`config.mk`:
```
export PLATFORM = sky130hd
export DESIGN_NAME = evr_log_drain
export DESIGN_NICKNAME = d
export VERILOG_FILES = /design/src/rtl/evr_log_pkg.sv /design/src/rtl/evr_log_ptr_stable.sv /design/src/rtl/evr_log_drain.sv
export SDC_FILE = /design/constraint.sdc
export NUM_CORES = 1
export LEC_CHECK = 0
export BUFFER_PORTS_ARGS = -buffer_cell sky130_fd_sc_hd__buf_2
export CAP_MARGIN = 20
export CORE_AREA = 2 2 125 127
export CTS_BUF_LIST = sky130_fd_sc_hd__clkbuf_16
export DETAILED_ROUTE_END_ITERATION = 8
export DIE_AREA = 0 0 127 129
export PLACE_DENSITY = 0.62
export SYNTH_ARGS = -nofsm -noshare
export SYNTH_HDL_FRONTEND = slang
export SYNTH_SLANG_ARGS = --single-unit
```
`constraint.sdc`:
```
create_clock -name sysClk -period 4.5 [get_ports sysClk]
set_input_delay 0.9 -clock sysClk [delete_from_list [all_inputs] [get_ports sysClk]]
set_output_delay 0.9 -clock sysClk [all_outputs]
set_load 0.02 [all_outputs]
```
`src/rtl/evr_log_pkg.sv`:
```
// Shared state encoding and logger CSR field positions for the EVR log drain.
package evr_log_pkg;

    typedef enum logic [2:0] {
        StRstop,
        StIdle,
        StArm,
        StPoll,
        StAddr,
        StWait,
        StPush,
        StHalt
    } drainState_e;

    localparam int unsigned RUN_BIT   = 31;
    localparam int unsigned EVENT_LSB = 16;
    localparam int unsigned EVENT_MSB = 23;

    function automatic logic [31:0] ctrlWord(input logic run, input logic [30:0] addr);
        return {run, addr};
    endfunction

endpackage

```
`src/rtl/evr_log_ptr_stable.sv`:
```
// Double-sample agreement filter for the logger write pointer arriving from another domain.
module evr_log_ptr_stable #(
    parameter int unsigned WIDTH = 10
) (
    input  logic             sysClk,
    input  logic             sysReset,
    input  logic [WIDTH-1:0] rawPtr,
    output logic [WIDTH-1:0] stablePtr
);

    logic [WIDTH-1:0] sampleQ;
    logic [WIDTH-1:0] stableQ;

    always_ff @(posedge sysClk) begin
        if (sysReset) begin
            sampleQ <= '0;
            stableQ <= '0;
        end else begin
            sampleQ <= rawPtr;
            if (rawPtr == sampleQ) begin
                stableQ <= rawPtr;
            end
        end
    end

    assign stablePtr = stableQ;

endmodule

```
`src/rtl/evr_log_drain.sv`:
```
// Readout controller for the EVR event logger: arms/stops the logger and streams logged entries.
// Define EVR_LOG_DRAIN_DELTA_EN to emit tick deltas between entries instead of absolute stamps.
module evr_log_drain
    import evr_log_pkg::*;
#(
    parameter int unsigned ADDR_WIDTH = 10,
    parameter int unsigned HEADROOM   = 4
) (
    input  logic                  sysClk,
    input  logic                  sysReset,
    input  logic                  cmdStart,
    input  logic                  cmdStop,
    output logic                  logCsrStrobe,
    output logic [31:0]           logGpioOut,
    input  logic [31:0]           logCsr,
    input  logic [31:0]           logDataTicks,
    output logic                  outValid,
    input  logic                  outReady,
    output logic [7:0]            outEvent,
    output logic [31:0]           outTicks,
    output logic                  busy,
    output logic                  overflow,
    output logic [ADDR_WIDTH-1:0] pending
);

    localparam logic [ADDR_WIDTH-1:0] LAP_LIMIT = ADDR_WIDTH'((1 << ADDR_WIDTH) - HEADROOM);

    drainState_e           stateQ, stateD;
    logic [ADDR_WIDTH-1:0] rdPtrQ, rdPtrD, wrStable, pendCalc, pendingQ;
    logic                  waitQ, waitD, stopPendQ, stopPendD, overflowQ, overflowD, busyQ;
    logic [31:0]           gpioQ, gpioD, ticksQ, ticksNext;
    logic [7:0]            eventQ;
    logic                  capture, handshake, newSession;
    logic                  unusedCsr;

    evr_log_ptr_stable #(
        .WIDTH(ADDR_WIDTH)
    ) uPtrStable (
        .sysClk   (sysClk),
        .sysReset (sysReset),
        .rawPtr   (logCsr[ADDR_WIDTH-1:0]),
        .stablePtr(wrStable)
    );

    assign pendCalc  = wrStable - rdPtrQ;
    assign unusedCsr = ^logCsr;

    always_comb begin
        stateD     = stateQ;
        rdPtrD     = rdPtrQ;
        waitD      = waitQ;
        stopPendD  = stopPendQ;
        overflowD  = overflowQ;
        gpioD      = gpioQ;
        capture    = 1'b0;
        handshake  = 1'b0;
        newSession = 1'b0;
        unique case (stateQ)
            StRstop: stateD = StIdle;
            StIdle: begin
                if (cmdStart && !cmdStop) begin
                    stateD     = StArm;
                    overflowD  = 1'b0;
                    rdPtrD     = '0;
                    newSession = 1'b1;
                end
            end
            StArm: stateD = cmdStop ? StHalt : StPoll;
            StPoll: begin
                if (cmdStop) begin
                    stateD = StHalt;
                end else if (pendCalc >= LAP_LIMIT) begin
                    overflowD = 1'b1;
                    stateD    = StHalt;
                end else if (pendCalc != '0) begin
                    stateD = StAddr;
                end
            end
            StAddr: begin
                waitD  = 1'b0;
                stateD = cmdStop ? StHalt : StWait;
            end
            StWait: begin
                if (cmdStop) begin
                    stateD = StHalt;
                end else if (waitQ) begin
                    capture = 1'b1;
                    stateD  = StPush;
                end else begin
                    waitD = 1'b1;
                end
            end
            StPush: begin
                // A stop seen mid-handshake is remembered so the entry still goes out.
                if (cmdStop) begin
                    stopPendD = 1'b1;
                end
                if (outReady) begin
                    handshake = 1'b1;
                    rdPtrD    = rdPtrQ + 1'b1;
                    stopPendD = 1'b0;
                    stateD    = (stopPendQ || cmdStop) ? StHalt : StPoll;
                end
            end
            StHalt: begin
                stopPendD = 1'b0;
                stateD    = StIdle;
            end
            default: stateD = StIdle;
        endcase

        case (stateD)
            StArm:   gpioD = ctrlWord(1'b1, '0);
            StAddr:  gpioD = ctrlWord(1'b1, 31'(rdPtrD));
            StHalt:  gpioD = ctrlWord(1'b0, 31'(rdPtrD));
            default: gpioD = gpioQ;
        endcase
    end

`ifdef EVR_LOG_DRAIN_DELTA_EN
    logic [31:0] prevTicksQ, rawTicksQ;
    logic        firstQ;

    always_ff @(posedge sysClk) begin
        if (sysReset) begin
            prevTicksQ <= '0;
            rawTicksQ  <= '0;
            firstQ     <= 1'b0;
        end else begin
            if (newSession) begin
                prevTicksQ <= '0;
                firstQ     <= 1'b1;
            end
            if (capture) begin
                rawTicksQ <= logDataTicks;
            end
            if (handshake) begin
                prevTicksQ <= rawTicksQ;
                firstQ     <= 1'b0;
            end
        end
    end

    assign ticksNext = firstQ ? '0 : logDataTicks - prevTicksQ;
`else
    assign ticksNext = logDataTicks;
`endif

    always_ff @(posedge sysClk) begin
        if (sysReset) begin
            stateQ    <= StRstop;
            rdPtrQ    <= '0;
            waitQ     <= 1'b0;
            stopPendQ <= 1'b0;
            overflowQ <= 1'b0;
            gpioQ     <= '0;
            eventQ    <= '0;
            ticksQ    <= '0;
            pendingQ  <= '0;
            busyQ     <= 1'b0;
        end else begin
            stateQ    <= stateD;
            rdPtrQ    <= rdPtrD;
            waitQ     <= waitD;
            stopPendQ <= stopPendD;
            overflowQ <= overflowD;
            gpioQ     <= gpioD;
            pendingQ  <= pendCalc;
            busyQ     <= (stateD != StIdle);
            if (capture) begin
                eventQ <= logCsr[EVENT_MSB:EVENT_LSB];
                ticksQ <= ticksNext;
            end
        end
    end

    // Gated by reset so the stop strobe only appears once reset has been released.
    assign logCsrStrobe = ~sysReset & (stateQ inside {StRstop, StArm, StAddr, StHalt});
    assign logGpioOut   = gpioQ;
    assign outValid     = (stateQ == StPush);
    assign outEvent     = eventQ;
    assign outTicks     = ticksQ;
    assign busy         = busyQ;
    assign overflow     = overflowQ;
    assign pending      = pendingQ;

endmodule

```
==> summary.txt, run 1 <==
Critical path
  – Crit Path Class: reg2reg
  – Top delay family on crit path: compound AO/OA/AOI/OAI gates
  – Worst setup EP type: register
  – WP data required: 4.73 ns
  – Worst EP arrival: 3.31 ns
  – Crit-path cells: ha_1 > fa_1 > nor2b_1 > o22ai_1 > xnor2_1 > nor3b_1 > and3_1 > and4bb_1 > a21oi_2 > mux2_4
  – Worst path max stage delay: 0.60 ns
  – Startpoint Class: register
  – CP max stage cell: a21oi_2
  – Worst-path maximum fanout: 10
  – Buf/Inv on CP: 0

Clock network
  – CTS tree: yes
  – Setup bufs post-CTS: 0
  – TritonCTS Sinks: 98
  – Htree depth: 3
  – Hold_buf cts: 0
  – Clk_lat worst skew: 0.34 ns
  – CTS root buffer: clkbuf_16
  – Reg clk slew, reported paths: 0.06 ns
  – CTS max path bufs: 2
  – Post-CTS sizing: 0
  – Number of buffers created by CTS: 9

Pwr
  – Total power: 1.86 mW
  – Max IR drop VDD: 0.187 mV
  – Leak pwr: 2.36 nW
  – Power Dens Cells: 346 nW/um^2

Yosys
  – Syn_area_per_cell: 8.28 sq um
  – Post-synthesis sequential area ratio: 44.4%
  – Distinct cell type count after synthesis: 55
  – Number of enable flip-flop cells after synthesis: 0
  – YS warnings: 0
  – Yosys reg bits: 98
  – Cell Area, Synth: 4420 sq um
  – Top_reg_cell synth: dfxtp_1
  – Post-synth top area share: 44.4%
  – Post-Synthesis Cells: 534
  – Post-synth ARST share: 0%
  – Cell taking the most area after synthesis: dfxtp_1
  – Ranking of synthesized cells by area: dfxtp_1 44%, nand2_1 9.7%, a21oi_1 6.2%

Place
  – Gpl congestion: 0.788
  – PortBufs: 119
  – Post-DP HPWL: 7540 microns

Timing
  – Fin. max-slew vios: 0
  – Final Setup Violations: 0
  – Fin crit period: 3.08 ns
  – Final Hold Viols: 0
  – Slew margin rel.: 40.1%
  – Peak Freq: 324 MHz
  – Unrepaired setup endpoints after global routing: false
  – Period utilization: 68.5%
  – Worst Tran Pin Value: 0.898 ns
  – Final Skew: 0.00566 ns
  – Setup_tns: 0 ns

Routing
  – Avg Vias per Cell: 4.52
  – WL final: 10500 microns
  – Starting DRC count in detailed routing: 215
  – Detailed-route via count: 3743
  – Remaining routing DRC violations: 0
  – WL/cell: 12.6 microns
  – DRT antenna net count: 0
  – First-pass iteration count of the detailed router: 4

Worst hold path
  – Worst Hold Class: reg2reg

Global routing
  – Largest net degree at the start of global routing: 84
  – Antenna violations before repair: 0
  – Total track usage: 13.1%
  – Vias in the first global route: 3422
  – Total grt overflow: 0
  – First-pass GRT wire length: 17200 microns

Job
  – Maxcap violations: 0

Floorplan
  – Top Ports: 155
  – Die area: 16400 sq um
  – Row count: 45
  – Die Wd: 127 microns
  – Starting Density: 29.5%
  – Core ar.: 15000 sq um
  – Height of the die: 129 microns

Cells and area
  – Area Growth Syn to Fin: 21.6%
  – Commonest non-fill, non-tap cell in the layout: buf_2
  – # diodes: 0
  – Most frequent cells in the layout: 119 x buf_2, 114 x nand2_1, 98 x dfxtp_1
  – Share of cells above drive strength 1: 23.2%
  – Final nets: 716

Outcome
  – Status: finished, final reports clean
==> Yosys cell counts, drive strengths merged, types with 2 or more instances <==
| cell type | n |
|---|---|
| nand2 | 114 |
| dfxtp | 98 |
| a21oi | 56 |
| nor2 | 44 |
| buf | 28 |
| clkbuf | 23 |
| inv | 23 |
| mux2i | 18 |
| nor2b | 16 |
| o21ai | 16 |
| ha | 10 |
| xor2 | 10 |
| xnor2 | 8 |
| nand3 | 6 |
| nand4 | 6 |
| a311oi | 4 |
| a31oi | 4 |
| and3 | 4 |
| nor3 | 4 |
| and2 | 3 |
| nand2b | 3 |
| nor3b | 3 |
| nor4 | 3 |
| o221a | 3 |
| a211oi | 2 |
| a22oi | 2 |
| and4 | 2 |
| mux2 | 2 |
| o2111ai | 2 |
| o31a | 2 |
| or2 | 2 |
==> state kept, by name (all words and copies together), names as in the netlist, 3 cells and up <==
name and count:
outTicks 32, logGpioOut 11, pending 10, rdPtrQ 10, uPtrStable.sampleQ 10, uPtrStable.stablePtr 10, outEvent 8, stateQ 3
==> path summary, 6_finish.rpt <==
check	startpoint	end	slack (ns)	cells after the start
min reg2reg	overflow	overflow	0.45	2
max	rdPtrQ[0]	logGpioOut[5]	1.42	10
min	overflow	overflow	0.45	2
max reg2reg	rdPtrQ[0]	logGpioOut[5]	1.42	10
==> where the power goes <==
group	internal, mW	switching [mW]	leakage [nW]	total (mW)
registers	0.881	0.0161	0.793	0.897
clock network	0.481	0.323	0.156	0.805
logic	0.0618	0.0971	1.41	0.159
total	1.42	0.437	2.36	1.86
==> tightest hold or removal path: stages (launching register included) <==
cell and delay (ns):
dfxtp_1 0.31, nand2_1 0.05, nand2_1 0.04
==> final cells by class <==
class / count / area [sq um]
Timing Repair Buffer: 122 / 618
Clock buffer: 9 / 225
Multi-Input combinational cell: 382 / 2160
Tap cell: 188 / 235
Inverter: 23 / 86.3
Sequential cell: 98 / 1960
Fill cell: 1594 / 9600
Clock inverter: 7 / 85.1
==> per-stage QoR <==
step	cells	hold WS [ns]	area, sq um	setup WS (ns)	utilization (%)
2_1_floorplan	554	0.458	4490	1.90	-
3_3_place_gp	813	0.439	5060	1.38	33.8
3_5_place_dp	813	0.443	5060	1.39	33.8
4_1_cts	829	0.453	5370	1.37	35.9
5_1_grt	829	0.471	5370	1.17	35.9
6_report	829	0.449	5370	1.42	35.9
==> per-layer routing <==
layer / GRT usage [%] / vias up / part of all wire [%]
met5: 0 / - / 0
met4: 4.98 / 0 / 1.8
met3: 3.37 / 15 / 3.9
met2: 20.1 / 81 / 47
met1: 17.7 / 1706 / 48
li1: - / 1941 / -
==> cells by family (layout without fill, tap and decap cells) <==
| group | count (synthesis) | count (layout) | synth area share, % |
|---|---|---|---|
| compound gates | 97 | 97 | 13.4 |
| simple gates | 215 | 215 | 22.0 |
| buf+inv | 74 | 161 | 8.52 |
| mux | 20 | 20 | 4.76 |
| flops | 98 | 98 | 44.4 |
| xor+xnor | 18 | 18 | 3.57 |
| other cells | 1 | 21 | 0.0849 |
| fa+ha+maj | 11 | 11 | 3.28 |
No activity file was read; power rests on OpenSTA's default activity.
==> run 2, diff against run 1 <==
--- a/config.mk
+++ b/config.mk
@@ -5,13 +5,14 @@
 export SDC_FILE = /design/constraint.sdc
 export NUM_CORES = 1
 export LEC_CHECK = 0
+export ABC_AREA = 1
 export BUFFER_PORTS_ARGS = -buffer_cell sky130_fd_sc_hd__buf_2
 export CAP_MARGIN = 20
-export CORE_AREA = 2 2 125 127
+export CORE_AREA = 2 2 128 130
 export CTS_BUF_LIST = sky130_fd_sc_hd__clkbuf_16
 export DETAILED_ROUTE_END_ITERATION = 8
-export DIE_AREA = 0 0 127 129
-export PLACE_DENSITY = 0.62
+export DIE_AREA = 0 0 130 132
+export PLACE_DENSITY = 0.63
 export SYNTH_ARGS = -nofsm -noshare
 export SYNTH_HDL_FRONTEND = slang
 export SYNTH_SLANG_ARGS = --single-unit
==> constraint.sdc (replaced) <==
create_clock -name sysClk -period 2.6 [get_ports sysClk]
set_input_delay 0.52 -clock sysClk [delete_from_list [all_inputs] [get_ports sysClk]]
set_output_delay 0.52 -clock sysClk [all_outputs]
set_load 0.02 [all_outputs]
==> run 2 against run 1 <==
  * Design area grew 15%
  * Flip-flop and latch count unchanged
  * Hold slack worse by 0.054 ns
  * Worst setup slack lost 1.4 ns
  * Non-clock buffer count up 28
  * Via count rose by 20%
  * Power up 95%
  * Area after synthesis is 4.5% higher
  * Cell count grew 22%
==> summary.txt, run 2 <==
Timing
  – Peak Freq: 393 MHz (+21%)
  – Final Skew: 0.00559 ns (-0.0000786 ns)
  – Final Setup Violations: 0 (unchanged)
  – Fin. max-slew vios: 0 (unchanged)
  – Worst Tran Pin Value: 0.540 ns (-0.358 ns)
  – Unrepaired setup endpoints after global routing: true
  – Post-route setup slack: 0.0572 ns (-1.36 ns)
  – Final Hold Viols: 0 (unchanged)
  – Period utilization: 97.8% (+29 points)
  – Slew margin rel.: 64.0% (+24 points)
  – Fin crit period: 2.54 ns (-0.539 ns)

Pwr
  – Clock share of power: 41.2% (-2.0 points)
  – Flop pwr share: 43.2% (-5.0 points)
  – Switching Share: 26.1% (+2.7 points)
  – Pint: 2.68 mW (+88%)
  – Combinational power share: 15.5% (+7.0 points)
  – Leak pwr: 3.10 nW (+31%)
  – Max IR drop VDD: 0.537 mV (+190%)
  – Power Dens Cells: 586 nW/um^2 (+69%)
  – Total power: 3.62 mW (+95%)
  – Net load switching power: 0.946 mW (+120%)

Cells and area
  – Share of cells above drive strength 1: 29.6% (+6.3 points)
  – Area of the multi-input gates: 2450 sq um (+13%)
  – Area Growth Syn to Fin: 33.8%
  – Final nets: 873 (+22%)
  – # fillers: 1653 (+3.7%)
  – # diodes: 0 (unchanged)
  – Sequential cell area: 1970 sq um (+0.26%)
  – Max FFs per register: 32 (unchanged)
  – Most frequent cells in the layout: 136 x nor2_1, 119 x buf_2, 94 x dfxtp_1
  – Fin cells: 1014 (+22%)
  – Commonest non-fill, non-tap cell in the layout: nor2_1
  – Design Area, Final: 6180 sq um (+15%)

Yosys
  – Syn_area_per_cell: 7.03 sq um (-15%)
  – Count leader, synth: nor2_1
  – Post-Synth Adder-Cell Area: 3.14% (-0.14 points)
  – Simple logic cell fraction of the synthesized area: 28.3% (+6.3 points)
  – Synth Area in XOR/XNOR: 1.33% (-2.2 points)
  – Post-synth ARST share: 0% (unchanged)
  – Ranking of synthesized cells by area: dfxtp_1 42%, nor2_1 12%, nand2_1 8.0%
  – Most frequent cells after synthesis: 144 x nor2_1, 98 x dfxtp_1, 98 x nand2_1
  – Post-Synthesis Cells: 657 (+23%)
  – Compound-cell area share of the yosys netlist: 12.3% (-1.1 points)
  – Post-synthesis sequential area ratio: 42.5% (-1.9 points)
  – Distinct cell type count after synthesis: 35 (-36%)
  – YS warnings: 0 (unchanged)
  – Top_reg_cell synth: dfxtp_1
  – Post-synth top area share: 42.5% (-1.9 points)
  – Cell taking the most area after synthesis: dfxtp_1
  – Main combinational cell family by area after synthesis: simple AND/OR/NAND/NOR gates
  – Cell Area, Synth: 4620 sq um (+4.5%)
  – Yosys reg bits: 98 (unchanged)
  – Number of enable flip-flop cells after synthesis: 0 (unchanged)
  – Mux cell area share after synthesis: 0% (-4.8 points)

Clock network
  – Number of buffers created by CTS: 9 (unchanged)
  – Clk_lat worst skew: 0.34 ns (about the same)
  – CTS max path bufs: 2 (unchanged)
  – Reg clk slew, reported paths: 0.07 ns (about the same)
  – TritonCTS Sinks: 98 (unchanged)
  – Htree depth: 3 (unchanged)
  – CTS root buffer: clkbuf_16
  – CTS tree: yes

Critical path
  – Worst setup EP type: register
  – Worst Setup SP: uPtrStable.stablePtr[0]
  – Buf/Inv on CP: 4 (+4)
  – Worst-path maximum fanout: 8 (-2)
  – Top delay family on crit path: simple AND/OR/NAND/NOR gates
  – R2r startpoint: uPtrStable.stablePtr[0]
  – Crit-path cells: inv_2 > ha_4 > fa_2 > inv_2 > nand2_2 > nand2_4 > nand3_2 > nand3_1 > nand2_4 > nand2_2 > nor2_2 > nand2_2 > nand3_2 > nand2_4 > nand4_1 > buf_6 > buf_6 > nand4_1 > nand2_1
  – CP max stage cell: fa_2
  – Crit Path Class: reg2reg
  – Startpoint Class: register
  – Worst EP arrival: 2.78 ns (-0.53 ns)
  – Worst path max stage delay: 0.37 ns (-0.23 ns)
  – WP data required: 2.84 ns (-1.89 ns)

Place
  – Gpl congestion: 0.844 (+7.2%)
  – Pre-CTS setup slack: -0.0502 ns (-1.44 ns)
  – Post-DP Area: 5490 sq um (+8.4%)
  – Post-DP HPWL: 8410 microns (+12%)
  – PortBufs: 119 (unchanged)
  – Post-placement cell count: 990 (+22%)

Floorplan
  – Die area: 17200 sq um (+4.7%)
  – Starting Density: 29.4% (-0.12 points)
  – Core ar.: 15700 sq um (+4.9%)
  – Row count: 46 (+2.2%)
  – Top Ports: 155 (unchanged)
  – Die Wd: 130 microns (+2.4%)
  – Height of the die: 132 microns (+2.3%)

Routing
  – WL/cell: 11.9 microns (-5.6%)
  – DRT antenna net count: 0 (unchanged)
  – WL final: 12100 microns (+16%)
  – First-pass iteration count of the detailed router: 5 (+1)
  – Remaining routing DRC violations: 0 (unchanged)
  – Starting DRC count in detailed routing: 235 (+9.3%)
  – Detailed-route via count: 4486 (+20%)
  – Avg Vias per Cell: 4.42 (-2.0%)

Outcome
  – Status: finished, final reports clean

Global routing
  – First-pass GRT wire length: 19800 microns (+15%)
  – Antenna violations before repair: 0 (unchanged)
  – Total grt overflow: 0 (unchanged)
  – Largest net degree at the start of global routing: 41 (-51%)
  – Total track usage: 14.2% (+1.1 points)
  – Vias in the first global route: 4251 (+24%)

Worst hold path
  – Worst Hold Class: in2reg
  – Hold path startpoint: logDataTicks[17]

Job
  – Maxcap violations: 0 (unchanged)
run 2: changes by cell type in the layout (fill, tap and decap cells not counted), sizes merged, moves of 5 or more:
cell / change
nor2: +102
nand3: +27
nand2: -10
nor2b: -16
o21ai: +46
a21oi: -27
nand4: +10
buf: +28
mux2i: -18
xor2: -6
inv: +57
xnor2: -5
run 2: cell type report:
type / instances / area share [%]
flip-flops and latches: 98 / 31.8
well taps: 216 / 4.37
clock inverters: 7 / 1.74
inverters: 81 / 4.92
clock buffers: 9 / 3.65
multi-input cells: 453 / 39.6
repair buffers: 150 / 13.9
run 2: repair_timing:
item	in CTS	in global routing
setup buffers	1	6
pin swaps	1	25
resized for setup	7	66
cloned	1	0
setup endpoints to repair	10	16
hold endpoints to repair	0	0
hold buffers	0	0
run 2: cell families (layout without fill, tap and decap cells):
logic type	after synthesis	count (layout)
other	1	21
flip-flops	98	98
AND/OR/NAND/NOR	309	310
buffers and inverters	127	247
XOR/XNOR	7	7
AO/OA/AOI/OAI	104	104
adder cells (fa/ha/maj)	11	11
run 2: worst paths after layout:
| path | to | cells past startpoint | slack, ns |
|---|---|---|---|
| hold / removal | outTicks[17] | 3 | 0.40 |
| setup reg to reg | logGpioOut[6] | 19 | 0.06 |
| setup / recovery | logGpioOut[6] | 19 | 0.06 |
| hold reg to reg | waitQ | 2 | 0.47 |
run 2: through the flow:
| step | utilization [%] | TNS (ns) | hold slack, ns |
|---|---|---|---|
| after floorplan | - | 0 | 0.433 |
| after global placement | 34.9 | -0.366 | 0.460 |
| after detailed placement | 34.9 | -0.448 | 0.461 |
| after CTS | 37.3 | 0 | 0.378 |
| after global routing | 39.3 | -0.746 | 0.384 |
| final | 39.3 | 0 | 0.395 |
run 2: worst min-delay path, cell delays in order:
cell	delay, ns
buf_2	0.07
nor2_1	0.03
nor2_1	0.08
run 2: power groups by stage:
stage / combinational [mW] / sequential [mW] / clock (mW)
floorplan: 0.312 / 1.61 / 0
CTS: 0.500 / 1.57 / 1.54
global route: 0.618 / 1.57 / 1.60
global placement: 0.469 / 1.60 / 0
detailed placement: 0.468 / 1.60 / 0
finish: 0.563 / 1.57 / 1.49
run 2: layer usage:
metal  vias up  track usage [%]  wire length, microns
met2       131             23.0                  5590
met5         -                0                     0
met4         0             4.12                   165
met3        14             5.11                   889
met1      2020             17.6                  5460
li1       2321                -                     -
==> run 3, diff against run 2 <==
--- a/config.mk
+++ b/config.mk
@@ -7,7 +7,6 @@
 export LEC_CHECK = 0
 export ABC_AREA = 1
 export BUFFER_PORTS_ARGS = -buffer_cell sky130_fd_sc_hd__buf_2
-export CAP_MARGIN = 20
 export CORE_AREA = 2 2 128 130
 export CTS_BUF_LIST = sky130_fd_sc_hd__clkbuf_16
 export DETAILED_ROUTE_END_ITERATION = 8
==> constraint.sdc (replaced) <==
create_clock -name sysClk -period 2.3 [get_ports sysClk]
set_input_delay 0.46 -clock sysClk [delete_from_list [all_inputs] [get_ports sysClk]]
set_output_delay 0.46 -clock sysClk [all_outputs]
set_load 0.02 [all_outputs]
==> run 3 against run 2 <==
  * The run now ends with negative setup slack left
  * Clock power increased by 6%
  * Global-route usage increased by 0.19 points
  * Sequential power increased by 13%
  * Count of clock-buffer cells in the layout unchanged
  * Largest cell class unchanged
  * Highest routed layer unchanged
==> summary.txt, run 3 (synthesized netlist as in run 2, its figures left out) <==
Pwr
  – Leak pwr: 3.18 nW (+2.6%)
  – Max IR drop VDD: 0.299 mV (-44%)
  – Total power: 4.03 mW (+11%)
  – Power Dens Cells: 637 nW/um^2 (+8.7%)

Outcome
  – Status: complete, but fails checks
  – Failing checks: negative setup slack

Cells and area
  – Final nets: 902 (+3.3%)
  – Commonest non-fill, non-tap cell in the layout: nor2_1
  – Share of cells above drive strength 1: 31.1% (+1.5 points)
  – Area of the multi-input gates: 2400 sq um (-2.0%)
  – # fillers: 1621 (-1.9%)
  – Area Growth Syn to Fin: 37.0%
  – # diodes: 0 (unchanged)
  – Sequential cell area: 1970 sq um (about the same)
  – Design Area, Final: 6330 sq um (+2.4%)
  – Most frequent cells in the layout: 137 x nor2_1, 120 x buf_2, 95 x dfxtp_1
  – Max FFs per register: 32 (unchanged)

Floorplan
  – Die area: 17200 sq um (unchanged)
  – Row count: 46 (unchanged)
  – Starting Density: 29.4% (unchanged)
  – Die Wd: 130 microns (unchanged)
  – Height of the die: 132 microns (unchanged)
  – Top Ports: 155 (unchanged)
  – Core ar.: 15700 sq um (unchanged)

Clock network
  – CTS max path bufs: 2 (unchanged)
  – CTS root buffer: clkbuf_16
  – CTS tree: yes
  – TritonCTS Sinks: 98 (unchanged)
  – Clk_lat worst skew: 0.35 ns (about the same)
  – Number of buffers created by CTS: 9 (unchanged)
  – Reg clk slew, reported paths: 0.07 ns (about the same)
  – Hold_buf cts: 0 (unchanged)
  – Htree depth: 3 (unchanged)

Routing
  – Remaining routing DRC violations: 0 (unchanged)
  – Avg Vias per Cell: 4.32 (-2.3%)
  – DRT antenna net count: 0 (unchanged)
  – Starting DRC count in detailed routing: 167 (-29%)
  – Detailed-route via count: 4504 (+0.40%)
  – First-pass iteration count of the detailed router: 5 (unchanged)
  – WL final: 12400 microns (+2.1%)
  – WL/cell: 11.9 microns (-0.60%)

Place
  – Gpl congestion: 0.858 (+1.7%)
  – PortBufs: 119 (unchanged)
  – Post-DP HPWL: 8810 microns (+4.7%)
  – Post-DP Area: 5710 sq um (+4.1%)

Timing
  – Final Skew: 0.00661 ns (+0.00102 ns)
  – Period utilization: 110% (+12 points)
  – Slew margin rel.: 65.6% (+1.6 points)
  – Setup_tns: -2.36 ns (-2.36 ns)
  – Peak Freq: 395 MHz (+0.53%)
  – Fin. max-slew vios: 0 (unchanged)
  – Fin crit period: 2.53 ns (-0.0135 ns)
  – Unrepaired setup endpoints after global routing: true
  – Post-route setup slack: -0.229 ns (-0.287 ns)
  – Worst Tran Pin Value: 0.513 ns (-0.0266 ns)
  – Final Setup Violations: 14 (+14)
  – Final Hold Viols: 0 (unchanged)

Critical path
  – Crit Path Class: reg2reg
  – Worst setup EP type: register
  – Startpoint Class: register
  – Worst-path maximum fanout: 5 (-3)
  – WP data required: 2.55 ns (-0.29 ns)
  – Worst EP arrival: 2.78 ns (about the same)

Global routing
  – Antenna violations before repair: 0 (unchanged)
  – Total grt overflow: 0 (unchanged)
  – Total track usage: 14.4% (+0.19 points)
  – First-pass GRT wire length: 19700 microns (-0.31%)
  – Largest net degree at the start of global routing: 41 (unchanged)
  – Vias in the first global route: 4174 (-1.8%)

Worst hold path
  – Worst Hold Class: in2reg

Job
  – Maxcap violations: 0 (unchanged)
run 3: cell types whose count changed in the layout (fill, tap and decap cells not counted), moves of 2 or more:
cell / previous run / this run
buf_4: 26 / 53
buf_6: 4 / 7
clkinv_2: 2 / 0
clkinvlp_4: 0 / 2
inv_2: 7 / 5
nand3_1: 20 / 25
nand3_2: 9 / 4
nor2_4: 3 / 1
run 3: cell type report:
type,count,area share [%]
clock buffer,9,3.56
timing repair buffer,180,17.0
clock inverter,6,1.31
multi-input combinational,452,37.9
tap,216,4.27
inverter,81,4.85
sequential,98,31.1
run 3: where the power goes:
group / internal [mW] / switching (mW)
logic: 0.268 / 0.414
clock network: 0.939 / 0.644
registers: 1.74 / 0.0276
total: 2.94 / 1.09
run 3: worst max-delay path, stage by stage (launching register included):
cell	delay (ns)
dfxtp_2	0.32
inv_2	0.04
ha_4	0.15
fa_2	0.56
nand2_2	0.05
nor2_2	0.08
nand3_1	0.08
nor2_1	0.13
nand2_1	0.10
nor2_4	0.12
nand2_1	0.08
nand3_2	0.09
nand2_4	0.07
nand3_4	0.12
nand3_4	0.12
buf_2	0.17
nand4_1	0.07
nand2_1	0.05
run 3: routing by layer:
layer  wire [microns]  global-route usage [%]
met1             5670                    18.6
met2             5600                    22.2
met3              943                    5.15
met4              147                    4.78
met5                0                       0
run 3: through the flow:
stage	setup WS [ns]	cells	util [%]	hold WS [ns]
finish	-0.229	1042	40.3	0.325
global route	-0.366	1042	40.3	0.326
CTS	-0.219	1039	38.9	0.313
detailed placement	-0.299	1021	36.4	0.461
global placement	-0.247	1021	36.4	0.462
floorplan	0.00666	677	-	0.436
run 3: timing repair:
action	in CTS	in global routing
resized for setup	19	45
pin swaps	11	18
setup buffers	2	3
gates cloned	1	1
endpoints found under the setup margin	16	17
run 3: path summary, 6_finish.rpt:
kind / from / end / slack [ns] / cells past startpoint
setup / recovery: uPtrStable.stablePtr[0] / logGpioOut[3] / -0.23 / 17
hold / removal: logDataTicks[31] / outTicks[31] / 0.33 / 3
setup reg to reg: uPtrStable.stablePtr[0] / logGpioOut[3] / -0.23 / 17
hold reg to reg: waitQ / waitQ / 0.48 / 2
